### src/rtl/shift_engine.sv
// Multi-mode shift/rotate/load engine with a one-step-per-cycle sequencer.
// Commands are accepted in IDLE only; each multi-step command ends with a one-cycle done pulse.
module shift_engine #(
    parameter int unsigned WIDTH = 8,
    parameter int unsigned CNT_W = 4
) (
    input  logic             clk,
    input  logic             rst_n,
    input  logic [WIDTH-1:0] P,
    input  logic [2:0]       s,
    input  logic             start,
    input  logic [CNT_W-1:0] count,
    input  logic             ser_in,
    output logic [WIDTH-1:0] D,
    output logic             busy,
    output logic             done,
    output logic             so_r,
    output logic             so_l
);

    typedef enum logic [1:0] {
        IDLE = 2'd0,
        RUN  = 2'd1,
        DONE = 2'd2
    } state_t;

    localparam logic [2:0] OP_HOLD = 3'd0;
    localparam logic [2:0] OP_SHR  = 3'd1;
    localparam logic [2:0] OP_SHL  = 3'd2;
    localparam logic [2:0] OP_LOAD = 3'd3;
    localparam logic [2:0] OP_ROR  = 3'd4;
    localparam logic [2:0] OP_ROL  = 3'd5;
    localparam logic [2:0] OP_ASR  = 3'd6;
    localparam logic [2:0] OP_CLR  = 3'd7;

    state_t           state_q, state_d;
    logic [WIDTH-1:0] d_q, d_d;
    logic [2:0]       op_q, op_d;
    logic [CNT_W-1:0] cnt_q, cnt_d;
    logic             busy_q, busy_d;
    logic             done_q, done_d;

    // One single-bit step of the latched operation; fill is the live serial input.
    function automatic logic [WIDTH-1:0] step_fn(
        input logic [WIDTH-1:0] d,
        input logic [2:0]       op,
        input logic             fill
    );
        logic [WIDTH-1:0] r;
        r = d;
        case (op)
            OP_SHR:  r = {fill, d[WIDTH-1:1]};
            OP_SHL:  r = {d[WIDTH-2:0], fill};
            OP_ROR:  r = {d[0], d[WIDTH-1:1]};
            OP_ROL:  r = {d[WIDTH-2:0], d[WIDTH-1]};
            OP_ASR:  r = {d[WIDTH-1], d[WIDTH-1:1]};
            default: r = d;
        endcase
        return r;
    endfunction

    // Next-state, data path and registered status decode.
    always_comb begin
        state_d = state_q;
        d_d     = d_q;
        op_d    = op_q;
        cnt_d   = cnt_q;

        case (state_q)
            IDLE: begin
                if (start) begin
                    case (s)
                        OP_LOAD: begin
                            d_d     = P;
                            state_d = DONE;
                        end
                        OP_CLR: begin
                            d_d     = '0;
                            state_d = DONE;
                        end
                        OP_HOLD: begin
                            state_d = DONE;
                        end
                        default: begin
                            if (count == '0) begin
                                state_d = DONE;
                            end else begin
                                op_d    = s;
                                cnt_d   = count;
                                state_d = RUN;
                            end
                        end
                    endcase
                end
            end
            RUN: begin
                d_d   = step_fn(d_q, op_q, ser_in);
                cnt_d = cnt_q - CNT_W'(1);
                if (cnt_q == CNT_W'(1)) begin
                    state_d = DONE;
                end
            end
            DONE: begin
                state_d = IDLE;
            end
            default: begin
                state_d = IDLE;
            end
        endcase

        busy_d = (state_d == RUN);
        done_d = (state_d == DONE);
    end

    always_ff @(posedge clk or negedge rst_n) begin
        if (!rst_n) begin
            state_q <= IDLE;
            d_q     <= '0;
            op_q    <= OP_HOLD;
            cnt_q   <= '0;
            busy_q  <= 1'b0;
            done_q  <= 1'b0;
        end else begin
            state_q <= state_d;
            d_q     <= d_d;
            op_q    <= op_d;
            cnt_q   <= cnt_d;
            busy_q  <= busy_d;
            done_q  <= done_d;
        end
    end

    assign D    = d_q;
    assign busy = busy_q;
    assign done = done_q;
    assign so_r = d_q[0];
    assign so_l = d_q[WIDTH-1];

endmodule

### config.mk
export PLATFORM = sky130hd
export DESIGN_NAME = shift_engine
export DESIGN_NICKNAME = d
export VERILOG_FILES = /design/src/rtl/shift_engine.sv
export SDC_FILE = /design/constraint.sdc
export NUM_CORES = 1
export LEC_CHECK = 0
export BUFFER_PORTS_ARGS = -buffer_cell sky130_fd_sc_hd__buf_2
export CAP_MARGIN = 40
export CORE_AREA = 2 2 55 69
export DETAILED_ROUTE_END_ITERATION = 8
export DIE_AREA = 0 0 57 71
export GPL_TIMING_DRIVEN = 0
export PLACE_DENSITY = 0.67
export SLEW_MARGIN = 0
export SYNTH_ARGS = -nofsm -noshare
export SYNTH_HDL_FRONTEND = slang
export SYNTH_SLANG_ARGS = --single-unit
### constraint.sdc
create_clock -name clk -period 2 [get_ports clk]
set_input_delay 0.3 -clock clk [delete_from_list [all_inputs] [get_ports clk]]
set_output_delay 0.3 -clock clk [all_outputs]
set_load 0.03 [all_outputs]
---- Word level (Yosys, flattened, before mapping) ----
Index checks and enable logic that the tools add are counted.
storage, ports and cells
  bits of input ports ..................... 19
  flip-flop bits (word level) ............. 19
operators by class
  muxes and demuxes ....................... 13
  eq/ne operators ......................... 18
  add/subtract/negate cells ............... 1
  bitwise logic cells ..................... 2
  reduce and logical (&&, ||, !) cells .... 9
operators with widths
  kind                                                                   count
  8-bit one-hot mux with 5 select lines                                  1
  8-bit one-hot mux with 2 select lines                                  2
  3-bit equality test, second input constant                             4
  4-bit two-way mux                                                      3
  4-bit AND reduction                                                    3
  2-bit two-way mux                                                      4
  8-bit two-way mux                                                      1
  2-bit != test, second input constant                                   4
  4-bit one-hot mux with 2 select lines                                  1
  3-bit by 2-bit equality test with 1-bit output, second input constant  2
  6-bit by 1-bit != test with 1-bit output, second input constant        1
  5-bit by 1-bit != test with 1-bit output, second input constant        1
  5-bit AND reduction                                                    1
  2-bit by 1-bit equality test with 1-bit output, second input constant  2
  4-bit by 1-bit equality test with 1-bit output, second input constant  1
  4-bit zero test                                                        1
  2-bit one-hot mux with 2 select lines                                  1
  4-bit by 1-bit subtractor with 4-bit output, second input constant     1
  3-bit by 1-bit equality test with 1-bit output, second input constant  1
  3-bit zero test                                                        1
  3-bit by 1-bit != test with 1-bit output, second input constant        1
  3-bit OR reduction                                                     1
  2-bit equality test, second input constant                             1
  2-bit zero test                                                        1
  2 further kinds                                                        3

---- Depth between registers and ports, before layout ----
Gate-level depths: netlist of the first run.
  word-level depth ........................ 6
  mapped depth ............................ 6

---- Worst setup path after synthesis of the first run ----
Ideal clock, no wire load.
  kind .................................... input to register
  start point ............................. in count[2]
  end point ............................... reg op_q[0]
  data arrival time ....................... 1465 ps
  setup slack ............................. 410 ps
  stages on the path ...................... 5
  path buffers ............................ 1
  setup time .............................. 125 ps
  cell sequence ........................... or4_4 nand3_1 or3b_2 clkbuf_2 mux2_2
between the ends
  cells in the longest elaborated chain, start to end .. 3
RTL lines
  element                               line  source
  start, declared                       12    input logic [CNT_W-1:0] count,
  4-bit zero test                       85    if (count == '0) begin
  1-bit inverter (no source line)       n/a
  4-bit AND reduction (no source line)  n/a
  end signal, assigned                  126   op_q <= op_d;
  end, declared                         38    logic [2:0] op_q, op_d;
Every way passes these cells.
A chain may end at the register's enable or synchronous reset.

---- Worst setup path after layout of the first run ----
  start point ............................. reg state_q[1]
  end point ............................... reg d_q[3] (netlist: D[3])
between the ends
  cells in the longest elaborated chain, start to end .. 3
RTL lines
  element                                                                                   line  source
  start, declared                                                                           36    state_t state_q, state_d;
  start signal, assigned                                                                    124   state_q <= state_d;
  2-bit by 1-bit equality test with 1-bit output / 2-bit zero test (equally long branches)  69    case (state_q)
  6-bit by 1-bit != test with 1-bit output (no source line), or another cell as far along   n/a
  4-bit AND reduction (no source line)                                                      n/a
  end signal, assigned                                                                      118   d_q <= '0;
  end signal, assigned                                                                      125   d_q <= d_d;
  end, declared                                                                             37    logic [WIDTH-1:0] d_q, d_d;
Parallel ways exist; a longest one is shown, timed or not.

==> run_results.csv, run 1 <==
group,metric,value,unit
clocking,clockBufferDepth,2,
setup_path,crit_cells,5,
placement,dp_cells,215,
pwr,peakVddDrop,837.6,µV
setup_path,worstPathArrival,1940,ps
pwr,power.leakage,0.6985,nW
logic_synthesis,syn-cell-area,1275,µm²
setup_path,timing.rr.end,"D[3]",
final_layout,final_nets,203,
clocking,root_buffer,"clkbuf_8",
setup_path,worst-setup-path-type,"flip-flop to flip-flop",
logic_synthesis,synth-edff-count,0,
global_route,grt_max_degree,20,
placement,portBuffers,30,
routing,final_antenna_net_count,0,
clocking,cts_resized,0,
logic_synthesis,synth_ff_type,"dfrtp_1",
placement,place_area,1474,µm²
logic_synthesis,synthArstFlopShare,1.000,
setup_path,crit_path_end_kind,"flip-flop",
final_layout,areaGrowthSynthToFinish,20.02,%
logic_synthesis,syn_area_per_cell,8.733,µm²
sta,post-route-period-util,0.9012,
routing,routed_wl,2.950,mm
routing,m1WireLength,1.275,mm
global_route,gr-usage-all-layers,0.1622,
global_route,grt_antenna_before_repair,0,
setup_path,crit_chain,"clkbuf_1, nor3_2, or2_1, buf_2, a31oi_1",
global_route,first_global_vias,1193,
sta,finClkSkew,2.684,ps
floorplan,ios,31,
sta,hold_viol,0,
placement,gp_congestion,0.7515,
floorplan,die_h,71,µm
final_layout,diodes,0,
sta,setup_tns,0,ps
sta,rsz0062_at_grt,"no",
setup_path,cp_max_fo,10,
routing,route.detailed.drc,0,
setup_path,rrSetupSlack,200,ps
logic_synthesis,ys_seq_area_frac,0.3729,
final_layout,stdcell_area,1530,µm²
floorplan,die_x,57,µm
setup_path,required,2140,ps
routing,vias,1203,
clocking,cts_setup_buffers,0,
hold_path,hp-class,"input pin to flip-flop",
setup_path,r2r_cells,5,
sta,setup_viol,0,
clocking,clkSlewWorstSetupHoldPaths,80,ps
logic_synthesis,yosysMostFrequentCell,"dfrtp_1",
setup_path,critical_path.endpoint,"D[3]",
floorplan,die_area,4047,µm²
setup_path,crit_start,"state_q[1]",
final_layout,drive_gt1_frac,0.3039,
clocking,cts_htree_levels,1,
clocking,cts_tree,"yes",
setup_path,crit_slowest_cell,"nor3_2",
setup_path,r2r_start,"state_q[1]",
routing,wl_met3,123,µm
routing,firstDrtPassIters,4,
logic_synthesis,synthTopCellsByArea,"dfrtp_1 (37%), nor3_1 (4.7%), a21boi_0 (4.1%)",
logic_synthesis,yosysWarnings,0,
routing,routed.top_layer,"met4",
status,status,"finished clean",
clocking,clkLatencyLatePin,260,ps
logic_synthesis,netlist.area_leader.share,0.3729,
logic_synthesis,yosysTopAreaCell,"dfrtp_1",
sta,worstMarginPinSlew,646.4,ps
floorplan,initial_utilization,0.3724,
pwr,power.density,1722,nW/µm²
sta,maxSlewHeadroom,0.5667,
clocking,clkSinkCount,19,
floorplan,coreArea,3423,µm²
logic_synthesis,ys_ff_latch,19,
routing,avgRoutedWirePerCell,13.41,µm
global_route,globalRoute.totalOverflow,0,
setup_path,slowest_delay,600,ps
sta,maxSlewViolCount,0,
global_route,grt_pass1_wl,5.209,mm
routing,wl_met2,1.505,mm
logic_synthesis,yosys-top-cells-count,"dfrtp_1 (19), nor3_1 (12), nand2_1 (11), a31oi_1 (8)",
logic_synthesis,syn-instance-count,146,
flow_run,cap_violations,0,
setup_path,worst-path-buf-inv,2,
sta,max_freq,554.8,MHz
sta,finalCriticalPeriod,1802,ps
floorplan,rows,24,
setup_path,crit_family,"simple AND/OR/NAND/NOR gates",
final_layout,stdcell_count,220,
placement,hpwl,2.264,mm
setup_path,start_kind,"flip-flop",
routing,vias_per_cell,5.468,
logic_synthesis,synth_cell_types,44,
routing,dr.first_iter.drc_count,34,
logic_synthesis,synth_nets,167,
clocking,cts_buffers,3,
[per-layer routing]
| layer | global-route usage | up-vias |
|---|---|---|
| li1 | - | 595 |
| met1 | 0.1899 | 574 |
| met2 | 0.2912 | 29 |
| met3 | 0.02742 | 5 |
| met4 | 0.06202 | 0 |
| met5 | 0 | - |
[cell usage in the layout, fill, tap and decap left out, types with 3 or more instances in the layout]
| cell | instances |
|---|---|
| nand2_1 | 11 |
| inv_1 | 5 |
| a21oi_1 | 5 |
| clkbuf_1 | 4 |
| dfrtp_1 | 19 |
| o21ai_0 | 7 |
| mux2i_1 | 3 |
| buf_2 | 34 |
| a21boi_0 | 7 |
| clkbuf_8 | 3 |
| and3_1 | 6 |
| mux2_2 | 3 |
| a31oi_1 | 8 |
| nor2_1 | 7 |
| nor3_1 | 12 |
| nand2b_1 | 7 |
[metrics by stage]
stage / setup WS [ps] / utilization / power (mW) / hold slack, ps
after floorplan: 409.8 / - / 1.979 / 4.409
after global placement: 239.5 / 0.4306 / 2.354 / 268.2
after detailed placement: 223.8 / 0.4306 / 2.379 / 276.4
after CTS: 205.3 / 0.4470 / 2.663 / 289.5
after global routing: 79.24 / 0.4470 / 2.884 / 296.8
final: 197.5 / 0.4470 / 2.635 / 294.6
[cell type report]
class	count	area, µm²
Timing Repair Buffer	31	160.2
Tap cell	39	48.80
Sequential cell	19	475.5
Clock buffer	3	41.29
Fill cell	370	1893
Inverter	5	18.77
Buffer	14	75.07
Clock inverter	1	5.005
Multi-Input combinational cell	108	705.7
[state kept, by name, summed over array words and instances, names as in the netlist]
signal	flops
op_q	3
D	8
state_q	2
cnt_q	4
done	1
busy	1
[where the power goes]
group	total, mW	internal [mW]	switching (mW)
sequential	0.746	0.578	0.168
combinational	1.61	0.682	0.930
clock	0.276	0.139	0.137
[tightest hold or removal path, cell delays in order]
cell,delay (ps)
buf_2,90
nand2_1,50
a31oi_1,70
[how the worst min path moves through the flow]
stage          start    to  slack, ps  depth (start not counted)
2_1_floorplan  rst_n  D[0]          4                          0
3_3_place_gp   rst_n  D[1]        270                          1
3_5_place_dp   rst_n  D[1]        280                          1
4_1_cts         P[1]  D[1]        290                          3
5_1_grt         P[3]  D[3]        300                          3
6_report        P[1]  D[1]        290                          3
[kinds of logic (layout without fill, tap and decap cells)]
logic type | after synthesis | in the layout | synth area share
muxes | 6 | 6 | 0.05005
buffers and inverters | 19 | 54 | 0.07359
adders and majority gates | 2 | 2 | 0.01962
and+or+nand+nor | 61 | 61 | 0.2748
AOI/OAI and AO/OA | 39 | 39 | 0.2090
DFF | 19 | 19 | 0.3729
[repair_timing]
action | CTS | global route
hold buffers | 1 | 0
hold endpoints to repair | 19 | 0
endpoints found under the setup margin | 0 | 0
(Power assumes the default switching activity.)
==> run 2: changes to the inputs <==
==> constraint.sdc (replaced) <==
create_clock -name clk -period 2 [get_ports clk]
set_input_delay 0 -clock clk [delete_from_list [all_inputs] [get_ports clk]]
set_output_delay 0 -clock clk [all_outputs]
set_load 0.03 [all_outputs]
==> run 2 against run 1 <==
Compared with the run above: core utilization grew 1.5 points; cell area grew 3.3%; flip-flop and latch count stayed put; non-clock buffer count rose by 5; hold slack got worse by 290 ps; maximum frequency fell by 1.1%; wire length is 2.0% higher; sequential share of layout area is 0.98 points lower; cell count rose by 2.3%; critical endpoint unchanged.
==> run_results.csv, run 2 (same netlist as run 1, synthesis figures left out) <==
group,metric,value,unit
pwr,power.density,1675,nW/µm²
sta,max_freq,548.6,MHz
clocking,cts_tree,"yes",
routing,dr.first_iter.drc_count,35,
floorplan,die_x,57,µm
global_route,gr-usage-all-layers,0.1633,
setup_path,start_kind,"flip-flop",
sta,hold_ws,1.817,ps
final_layout,stdcell_area,1580,µm²
sta,setup_tns,0,ps
global_route,grt_max_degree,20,
sta,setup_viol,0,
final_layout,largest_reg_flops,8,
routing,routed_wl,3.010,mm
setup_path,worstPathArrival,1960,ps
sta,finalCriticalPeriod,1823,ps
placement,dp_cells,215,
final_layout,stdcell_count,225,
final_layout,final_nets,208,
clocking,clkSinkCount,19,
sta,worstMarginPinSlew,666.8,ps
clocking,cts_hold_repair.buffers,5,
final_layout,drive_gt1_frac,0.2957,
final_layout,final_cell_mix,"buf_2 (34), dfrtp_1 (19), nor3_1 (12)",
final_layout,post-route-util,0.4616,
placement,hpwl,2.264,mm
floorplan,die_h,71,µm
setup_path,crit_path_end_kind,"flip-flop",
clocking,root_buffer,"clkbuf_8",
hold_path,hp-class,"input pin to flip-flop",
final_layout,final_common_cell,"buf_2",
pwr,peakVddDrop,839.8,µV
global_route,first_global_vias,1209,
clocking,cts_buffers,3,
placement,place_area,1474,µm²
sta,rsz0062_at_grt,"no",
global_route,globalRoute.totalOverflow,0,
floorplan,die_area,4047,µm²
floorplan,initial_utilization,0.3724,
routing,avgRoutedWirePerCell,13.38,µm
floorplan,rows,24,
clocking,clkLatencyLatePin,260,ps
clocking,cts_setup_buffers,0,
pwr,power.leakage,0.7194,nW
clocking,clockBufferDepth,2,
sta,maxSlewHeadroom,0.5531,
routing,route.detailed.drc,0,
sta,hold_viol,0,
placement,portBuffers,30,
sta,maxSlewViolCount,0,
final_layout,areaGrowthSynthToFinish,23.95,%
global_route,grt_pass1_wl,5.237,mm
clocking,clkSlewWorstSetupHoldPaths,80,ps
clocking,cts_resized,0,
routing,vias_per_cell,5.440,
routing,vias,1224,
setup_path,worst-setup-path-type,"flip-flop to flip-flop",
floorplan,coreArea,3423,µm²
setup_path,required,2140,ps
flow_run,cap_violations,0,
setup_path,cp_max_fo,10,
status,status,"finished clean",
clocking,cts_htree_levels,1,
sta,finClkSkew,3.330,ps
global_route,grt_antenna_before_repair,0,
placement,gp_congestion,0.7515,
routing,final_antenna_net_count,0,
sta,post-route-period-util,0.9115,
final_layout,diodes,0,
floorplan,ios,31,
routing,firstDrtPassIters,4,
[run 2: cell count changes in the layout (fill, tap and decap cells not counted)]
cell           before  now
dlygate4sd3_1       1    6
[run 2: stage by stage]
stage | power [mW] | setup slack, ps
2_1_floorplan | 1.979 | 410.6
3_5_place_dp | 2.379 | 227.5
5_1_grt | 2.892 | 79.24
4_1_cts | 2.669 | 205.3
3_3_place_gp | 2.354 | 244.2
6_report | 2.648 | 177.1
[run 2: cell type report]
cell class / count / area [µm²]
Sequential cell: 19 / 475.5
Fill cell: 365 / 1843
Clock buffer: 3 / 41.29
Timing Repair Buffer: 36 / 210.2
Inverter: 5 / 18.77
Buffer: 14 / 75.07
Tap cell: 39 / 48.80
Multi-Input combinational cell: 108 / 705.7
Clock inverter: 1 / 5.005
[run 2: layer usage]
| metal | global-route usage | wire length, µm |
|---|---|---|
| met5 | 0 | 0 |
| met4 | 0.06977 | 46 |
| met3 | 0.02377 | 116 |
| met2 | 0.2937 | 1536 |
| met1 | 0.1899 | 1311 |
[run 2: worst paths after layout]
check                      endpoint  slack [ps]       start  depth (start not counted)
hold / removal                 D[5]           2        P[5]                          3
min in group asynchronous      D[2]         210       rst_n                          2
setup reg to reg               D[3]         180  state_q[1]                          5
hold reg to reg            cnt_q[1]         610    cnt_q[1]                          2
max in group asynchronous  cnt_q[1]        1470       rst_n                          2
setup / recovery               D[3]         180  state_q[1]                          5
[run 2: critical path, stage by stage, from the launching register on]
cell and delay [ps]:
dfrtp_1 400, clkbuf_1 220, nor3_2 620, or2_1 180
buf_2 180, a31oi_1 110
[run 2: power breakdown]
part / switching, mW / leakage [nW] / internal [mW]
clock: 0.138 / 0.0255 / 0.139
combinational: 0.935 / 0.472 / 0.688
sequential: 0.169 / 0.222 / 0.578
